<file path="src/rtl/t05_wb_master_bridge_pkg.sv">
// Shared types and constants for the SRAM-requester to Wishbone bridge.
package t05_pkg;

    typedef enum logic [1:0] {
        IDLE = 2'd0,
        BUS  = 2'd1,
        HOLD = 2'd2
    } wb_state_t;

    localparam logic [31:0] WB_ERR_DATA = 32'hFFFF_FFFF;

    // Requester-side region bases
    localparam logic [31:0] HIST_BASE     = 32'd0;
    localparam logic [31:0] HTREE_BASE    = 32'd1024;
    localparam logic [31:0] CODEBOOK_BASE = 32'd2048;

endpackage

</file>
<file path="src/rtl/t05_wb_master_bridge_if.sv">
// Wishbone B4 classic signal bundle between the bridge (master) and the fabric (slave).
interface t05_wb_master_bridge_if;

    logic        cyc_o;
    logic        stb_o;
    logic        we_o;
    logic [31:0] adr_o;
    logic [31:0] dat_o;
    logic [3:0]  sel_o;
    logic [31:0] dat_i;
    logic        ack_i;
    logic        err_i;

    modport master (
        output cyc_o, stb_o, we_o, adr_o, dat_o, sel_o,
        input  dat_i, ack_i, err_i
    );

    modport slave (
        input  cyc_o, stb_o, we_o, adr_o, dat_o, sel_o,
        output dat_i, ack_i, err_i
    );

endinterface

</file>
<file path="src/rtl/t05_wb_master_bridge.sv">
// Single-outstanding Wishbone classic master: one bus cycle per level request,
// with ack timeout and sticky timeout/bus-error status.
//
// state | meaning
// IDLE  | waiting for r_en/wr_en; request latched on the sampling edge
// BUS   | cyc/stb asserted, waiting for ack/err or timeout
// HOLD  | cycle finished; waiting for both enables low before re-arming
module t05_wb_master_bridge
    import t05_pkg::*;
#(
    parameter int unsigned TIMEOUT_CYCLES = 255,
    parameter logic [31:0] ERR_DATA       = WB_ERR_DATA
) (
    input  logic                   clk,
    input  logic                   rst,
    input  logic                   r_en,
    input  logic                   wr_en,
    input  logic [3:0]             select,
    input  logic [31:0]            addr,
    input  logic [31:0]            data_i,
    output logic [31:0]            data_o,
    output logic                   busy_o,
    output logic                   xfer_done,
    t05_wb_master_bridge_if.master wb,
    input  logic                   clr_status,
    output logic                   timeout_flag,
    output logic                   bus_err_flag
);

    localparam logic [16:0] TO_LIMIT = 17'(TIMEOUT_CYCLES);

    wb_state_t   state_q, state_d;
    logic [15:0] cnt_q, cnt_d, cnt_inc;
    logic        cyc_q, cyc_d;
    logic        we_q, we_d;
    logic [31:0] adr_q, adr_d;
    logic [31:0] dat_q, dat_d;
    logic [3:0]  sel_q, sel_d;
    logic [31:0] rdata_q, rdata_d;
    logic        busy_q, busy_d;
    logic        done_q, done_d;
    logic        to_q, to_d;
    logic        be_q, be_d;
    logic        complete, to_set, be_set;

    always_ff @(posedge clk or posedge rst) begin
        if (rst) begin
            state_q <= IDLE;
            cnt_q   <= '0;
            cyc_q   <= 1'b0;
            we_q    <= 1'b0;
            adr_q   <= '0;
            dat_q   <= '0;
            sel_q   <= '0;
            rdata_q <= '0;
            busy_q  <= 1'b0;
            done_q  <= 1'b0;
            to_q    <= 1'b0;
            be_q    <= 1'b0;
        end else begin
            state_q <= state_d;
            cnt_q   <= cnt_d;
            cyc_q   <= cyc_d;
            we_q    <= we_d;
            adr_q   <= adr_d;
            dat_q   <= dat_d;
            sel_q   <= sel_d;
            rdata_q <= rdata_d;
            busy_q  <= busy_d;
            done_q  <= done_d;
            to_q    <= to_d;
            be_q    <= be_d;
        end
    end

    always_comb begin
        state_d  = state_q;
        cnt_d    = cnt_q;
        cyc_d    = cyc_q;
        we_d     = we_q;
        adr_d    = adr_q;
        dat_d    = dat_q;
        sel_d    = sel_q;
        rdata_d  = rdata_q;
        busy_d   = busy_q;
        done_d   = 1'b0;
        complete = 1'b0;
        to_set   = 1'b0;
        be_set   = 1'b0;
        cnt_inc  = (cnt_q == 16'hFFFF) ? cnt_q : cnt_q + 16'd1;

        case (state_q)
            IDLE: begin
                if (r_en || wr_en) begin
                    state_d = BUS;
                    adr_d   = addr & ~32'h3;
                    dat_d   = data_i;
                    sel_d   = select;
                    we_d    = wr_en;
                    cyc_d   = 1'b1;
                    busy_d  = 1'b1;
                    cnt_d   = '0;
                end
            end
            BUS: begin
                cnt_d = cnt_inc;
                // err outranks ack when a slave raises both
                if (wb.err_i) begin
                    complete = 1'b1;
                    be_set   = 1'b1;
                    if (!we_q) rdata_d = ERR_DATA;
                end else if (wb.ack_i) begin
                    complete = 1'b1;
                    if (!we_q) rdata_d = wb.dat_i;
                end else if ({1'b0, cnt_inc} >= TO_LIMIT) begin
                    complete = 1'b1;
                    to_set   = 1'b1;
                    if (!we_q) rdata_d = ERR_DATA;
                end
            end
            HOLD: begin
                if (!r_en && !wr_en) state_d = IDLE;
            end
            default: state_d = IDLE;
        endcase

        if (complete) begin
            state_d = HOLD;
            cyc_d   = 1'b0;
            busy_d  = 1'b0;
            done_d  = 1'b1;
        end

        // a set on the same edge as a clear must survive
        to_d = to_set | (to_q & ~clr_status);
        be_d = be_set | (be_q & ~clr_status);
    end

    assign wb.cyc_o     = cyc_q;
    assign wb.stb_o     = cyc_q;
    assign wb.we_o      = we_q;
    assign wb.adr_o     = adr_q;
    assign wb.dat_o     = dat_q;
    assign wb.sel_o     = sel_q;
    assign data_o       = rdata_q;
    assign busy_o       = busy_q;
    assign xfer_done    = done_q;
    assign timeout_flag = to_q;
    assign bus_err_flag = be_q;

endmodule

</file>
<file path="src/flat_wrapper.sv">
// flat-port wrapper written by rule: the top's interface ports become plain ports
module t05_wb_master_bridge_flat import t05_pkg::*;
#(
    parameter int unsigned TIMEOUT_CYCLES = 255,
    parameter logic [31:0] ERR_DATA       = WB_ERR_DATA
)
  (clk, rst, r_en, wr_en, select, addr, data_i, data_o, busy_o, xfer_done, clr_status, timeout_flag, bus_err_flag, wb_cyc_o, wb_stb_o, wb_we_o, wb_adr_o, wb_dat_o, wb_sel_o, wb_dat_i, wb_ack_i, wb_err_i);
  t05_wb_master_bridge_if wb_i ();
  input  logic clk;
  input  logic rst;
  input  logic r_en;
  input  logic wr_en;
  input  logic [3:0] select;
  input  logic [31:0] addr;
  input  logic [31:0] data_i;
  output logic [31:0] data_o;
  output logic busy_o;
  output logic xfer_done;
  input  logic clr_status;
  output logic timeout_flag;
  output logic bus_err_flag;
  output wire logic [$bits(wb_i.cyc_o)-1:0] wb_cyc_o;
  output wire logic [$bits(wb_i.stb_o)-1:0] wb_stb_o;
  output wire logic [$bits(wb_i.we_o)-1:0] wb_we_o;
  output wire logic [$bits(wb_i.adr_o)-1:0] wb_adr_o;
  output wire logic [$bits(wb_i.dat_o)-1:0] wb_dat_o;
  output wire logic [$bits(wb_i.sel_o)-1:0] wb_sel_o;
  input wire logic [$bits(wb_i.dat_i)-1:0] wb_dat_i;
  input wire logic [$bits(wb_i.ack_i)-1:0] wb_ack_i;
  input wire logic [$bits(wb_i.err_i)-1:0] wb_err_i;
  assign wb_cyc_o = wb_i.cyc_o;
  assign wb_stb_o = wb_i.stb_o;
  assign wb_we_o = wb_i.we_o;
  assign wb_adr_o = wb_i.adr_o;
  assign wb_dat_o = wb_i.dat_o;
  assign wb_sel_o = wb_i.sel_o;
  assign wb_i.dat_i = wb_dat_i;
  assign wb_i.ack_i = wb_ack_i;
  assign wb_i.err_i = wb_err_i;
  t05_wb_master_bridge #(.TIMEOUT_CYCLES(TIMEOUT_CYCLES), .ERR_DATA(ERR_DATA)) u_core (.clk(clk), .rst(rst), .r_en(r_en), .wr_en(wr_en), .select(select), .addr(addr), .data_i(data_i), .data_o(data_o), .busy_o(busy_o), .xfer_done(xfer_done), .wb(wb_i), .clr_status(clr_status), .timeout_flag(timeout_flag), .bus_err_flag(bus_err_flag));
endmodule
</file>
<file path="config.mk">
export PLATFORM = sky130hd
export DESIGN_NAME = t05_wb_master_bridge_flat
export DESIGN_NICKNAME = d
export VERILOG_FILES = /design/src/rtl/t05_wb_master_bridge_pkg.sv /design/src/rtl/t05_wb_master_bridge_if.sv /design/src/rtl/t05_wb_master_bridge.sv /design/src/flat_wrapper.sv
export SDC_FILE = /design/constraint.sdc
export NUM_CORES = 1
export LEC_CHECK = 0
export CAP_MARGIN = 30
export CORE_MARGIN = 1.5
export CORE_UTILIZATION = 47
export DETAILED_ROUTE_END_ITERATION = 12
export PLACE_DENSITY = 0.84
export SLEW_MARGIN = 20
export SYNTH_ARGS = -nofsm -noshare
export SYNTH_HDL_FRONTEND = slang
export SYNTH_SLANG_ARGS = --single-unit
</file>
<file path="constraint.sdc">
create_clock -name clk -period 11 [get_ports clk]
set_input_delay 2.2 -clock clk [delete_from_list [all_inputs] [get_ports clk]]
set_output_delay 2.2 -clock clk [all_outputs]
set_load 0.05 [all_outputs]
</file>
==> flow_summary.ini <==
[cts]
tritoncts = done
post-cts-setup-buffers = 0
cts_hold_buf = 0
clk_pin_slew_ns = 0.05
cts_root_buffer = clkbuf_16
cts.sink_count = 121
numCtsBuffers = 17
h-tree-depth = 4
cts_max_path_buffers = 2
ctsResizeCount = 0
worstSkewPairLatency_ns = 0.41

[sta]
skew_ns = 0.00866
min_period_ns = 3.94
rsz0062_at_grt = no
fin_ws_ns = 7.06
worst_hold_slack_ns = 0.486
tns_ns = 0
slew-limit-headroom = 0.522
slew_viol_final = 0
worst_pin_slew_ns = 0.717
fmax_mhz = 254
setup_violations = 0
finalCritPeriodShare = 0.358
final-hold-violation-count = 0

[drt]
wl_per_cell_um = 19.5
ant_nets = 0
num_vias = 4217
drcViolationCount = 0
drt_iter0_markers = 290
dr.pass1.iters = 5
routed_wl_um = 14600
avgViaCountPerCell = 5.64

[place]
dp_hpwl_um = 9940
gp_congestion = 0.887
place_ws_ns = 6.54
numPortBuffers = 209

[worst_setup_path]
crit_path_start = u_core.wb.we_o
crit_path_start_kind = flop
slowest_stage = clkdlybuf4s50_1
path_delay_family = buffers and inverters
worstSetupPathType = flop to output port
critPathCaptureType = output port
cp.arrival_ns = 1.74
ff2ff_setup_slack_ns = 7.92
cp.buffers_inverters = 1
timing.rr.start = u_core.cnt_q[0]
crit_path_cell_trace = clkdlybuf4s50_1
max_stage_delay_ns = 0.87
timing.critical_path.to = wb_we_o
worstPathMaxFanout = 4
path_depth = 1
r2r_end = u_core.data_o[19]
worstPathRequired_ns = 8.80
reg2reg_depth = 9

[final_layout]
final_cell_mix = clkdlybuf4s50_1 (209), dfrtp_1 (121), mux2_2 (67), o22a_1 (31), clkbuf_16 (17)
area_growth_pct = 50.9
diodes = 0
nNetsFinal = 703
layout_commonest_cell = clkdlybuf4s50_1
drive_above_1_share = 0.211

[floorplanning]
die_y_um = 109
die_w_um = 109
num_io_pins = 214
rows = 38
core_area_mm2 = 0.0109
start_util = 0.486
dieArea_mm2 = 0.0120

[status]
outcome = finished clean

[synth]
synth_area_mm2 = 0.00531
synthDistinctLibCells = 58
synthArstFlopShare = 1.00
netlist_instances = 394
synth_flop_cell = dfrtp_1
ys_seq_area_frac = 0.570
ys_warn_count = 0
ys_ff_latch = 121
avgSynthCellArea_um2 = 13.5
synth_edf_count = 0

[global_route]
antenna_found_initial = 0
grt_util_all_layers = 0.254
grt_max_degree = 79
grt_pass1_vias = 4549
grt_pass1_wl_um = 22900
grt_remaining_overflow = 0

[pwr]
ir_worst_vdd_mv = 0.216
p_leak_nw = 3.14
powerDensity_mw_per_mm2 = 337

[hold_path]
hold_class = flop to flop

[run]
maxCapViolCount = 0
-- through the flow --
stage	instance area (um2)	utilization	total power, mW	instances
after floorplan	5320	-	1.66	395
after global placement	7350	0.672	2.09	713
after detailed placement	7380	0.675	2.13	714
after CTS	7990	0.730	2.71	746
after global routing	8020	0.733	2.80	748
final	8020	0.733	2.70	748
-- kinds of logic (layout without fill, tap and decap cells) --
| logic type | count (synthesis) | in the layout | share of synthesized area |
|---|---|---|---|
| DFF | 121 | 121 | 0.570 |
| buffers and inverters | 38 | 251 | 0.0518 |
| xor gates and xnor gates | 3 | 3 | 0.00495 |
| other | 1 | 2 | 0.000706 |
| muxes | 68 | 68 | 0.144 |
| adders and majority gates | 1 | 1 | 0.00235 |
| and+or+nand+nor | 70 | 70 | 0.0866 |
| AOI/OAI and AO/OA | 92 | 92 | 0.140 |
-- registers in the layout (all words and copies together), names as in the netlist --
register and count:
u_core.data_o 32, u_core.wb.dat_o 32, u_core.wb.adr_o 30, u_core.cnt_q 16
u_core.wb.sel_o 4, u_core.state_q 2, u_core.bus_err_flag 1, u_core.busy_o 1
u_core.timeout_flag 1, u_core.wb.we_o 1, u_core.xfer_done 1
-- cells in the mapped netlist (all sizes together), types with 2 or more instances --
| library cell | count | area, um2 |
|---|---|---|
| mux2 | 67 | 754 |
| nand2 | 12 | 45.0 |
| a22o | 3 | 26.3 |
| xnor2 | 3 | 26.3 |
| o211ai | 2 | 15.0 |
| nor3 | 8 | 50.1 |
| o32ai | 2 | 25.0 |
| o22a | 33 | 292 |
| o21ai | 16 | 80.1 |
| nand3 | 7 | 45.0 |
| a211oi | 5 | 50.1 |
| nor4 | 4 | 40.0 |
| nor2 | 14 | 52.6 |
| nor2b | 3 | 18.8 |
| inv | 5 | 18.8 |
| dfrtp | 121 | 3030 |
| a311oi | 2 | 17.5 |
| a21oi | 8 | 40.0 |
| a31oi | 5 | 31.3 |
| o22ai | 3 | 18.8 |
| clkbuf | 16 | 90.1 |
| nand2b | 2 | 12.5 |
| and3 | 2 | 12.5 |
| and4 | 6 | 60.1 |
| nand4 | 8 | 86.3 |
| buf | 16 | 158 |
| o31ai | 2 | 15.0 |
-- area by class of cell --
| class | count | area [um2] |
|---|---|---|
| Multi-Input combinational cell | 236 | 2020 |
| Inverter | 5 | 21.3 |
| Sequential cell | 121 | 3030 |
| Fill cell | 680 | 2920 |
| Timing Repair Buffer | 214 | 2170 |
| Tap cell | 140 | 175 |
| Clock inverter | 6 | 85.1 |
| Clock buffer | 26 | 519 |
-- worst min path at each step --
stage / from / to / slack [ns] / cells past startpoint
after global routing: u_core.data_o[22] / u_core.data_o[22] / 0.50 / 1
after detailed placement: u_core.data_o[20] / u_core.data_o[20] / 0.48 / 1
after global placement: u_core.data_o[25] / u_core.data_o[25] / 0.47 / 1
final: u_core.data_o[9] / u_core.data_o[9] / 0.49 / 1
after floorplan: u_core.state_q[0] / u_core.state_q[1] / 0.46 / 1
after CTS: u_core.data_o[9] / u_core.data_o[9] / 0.49 / 1
-- where the power goes --
group	switching, mW	internal (mW)	leakage [nW]	total [mW]
combinational	0.888	0.520	1.45	1.41
sequential	0.110	0.625	1.39	0.735
clock	0.189	0.369	0.293	0.558
total	1.19	1.51	3.14	2.70
-- routing by layer --
layer	track usage	up-vias	wire, um
met1	0.287	2111	5270
met2	0.434	197	7770
met4	0.104	0	337
li1	-	1877	-
met5	0	-	0
met3	0.0937	32	1180
Note: power is estimated with default switching activity, not from simulation.
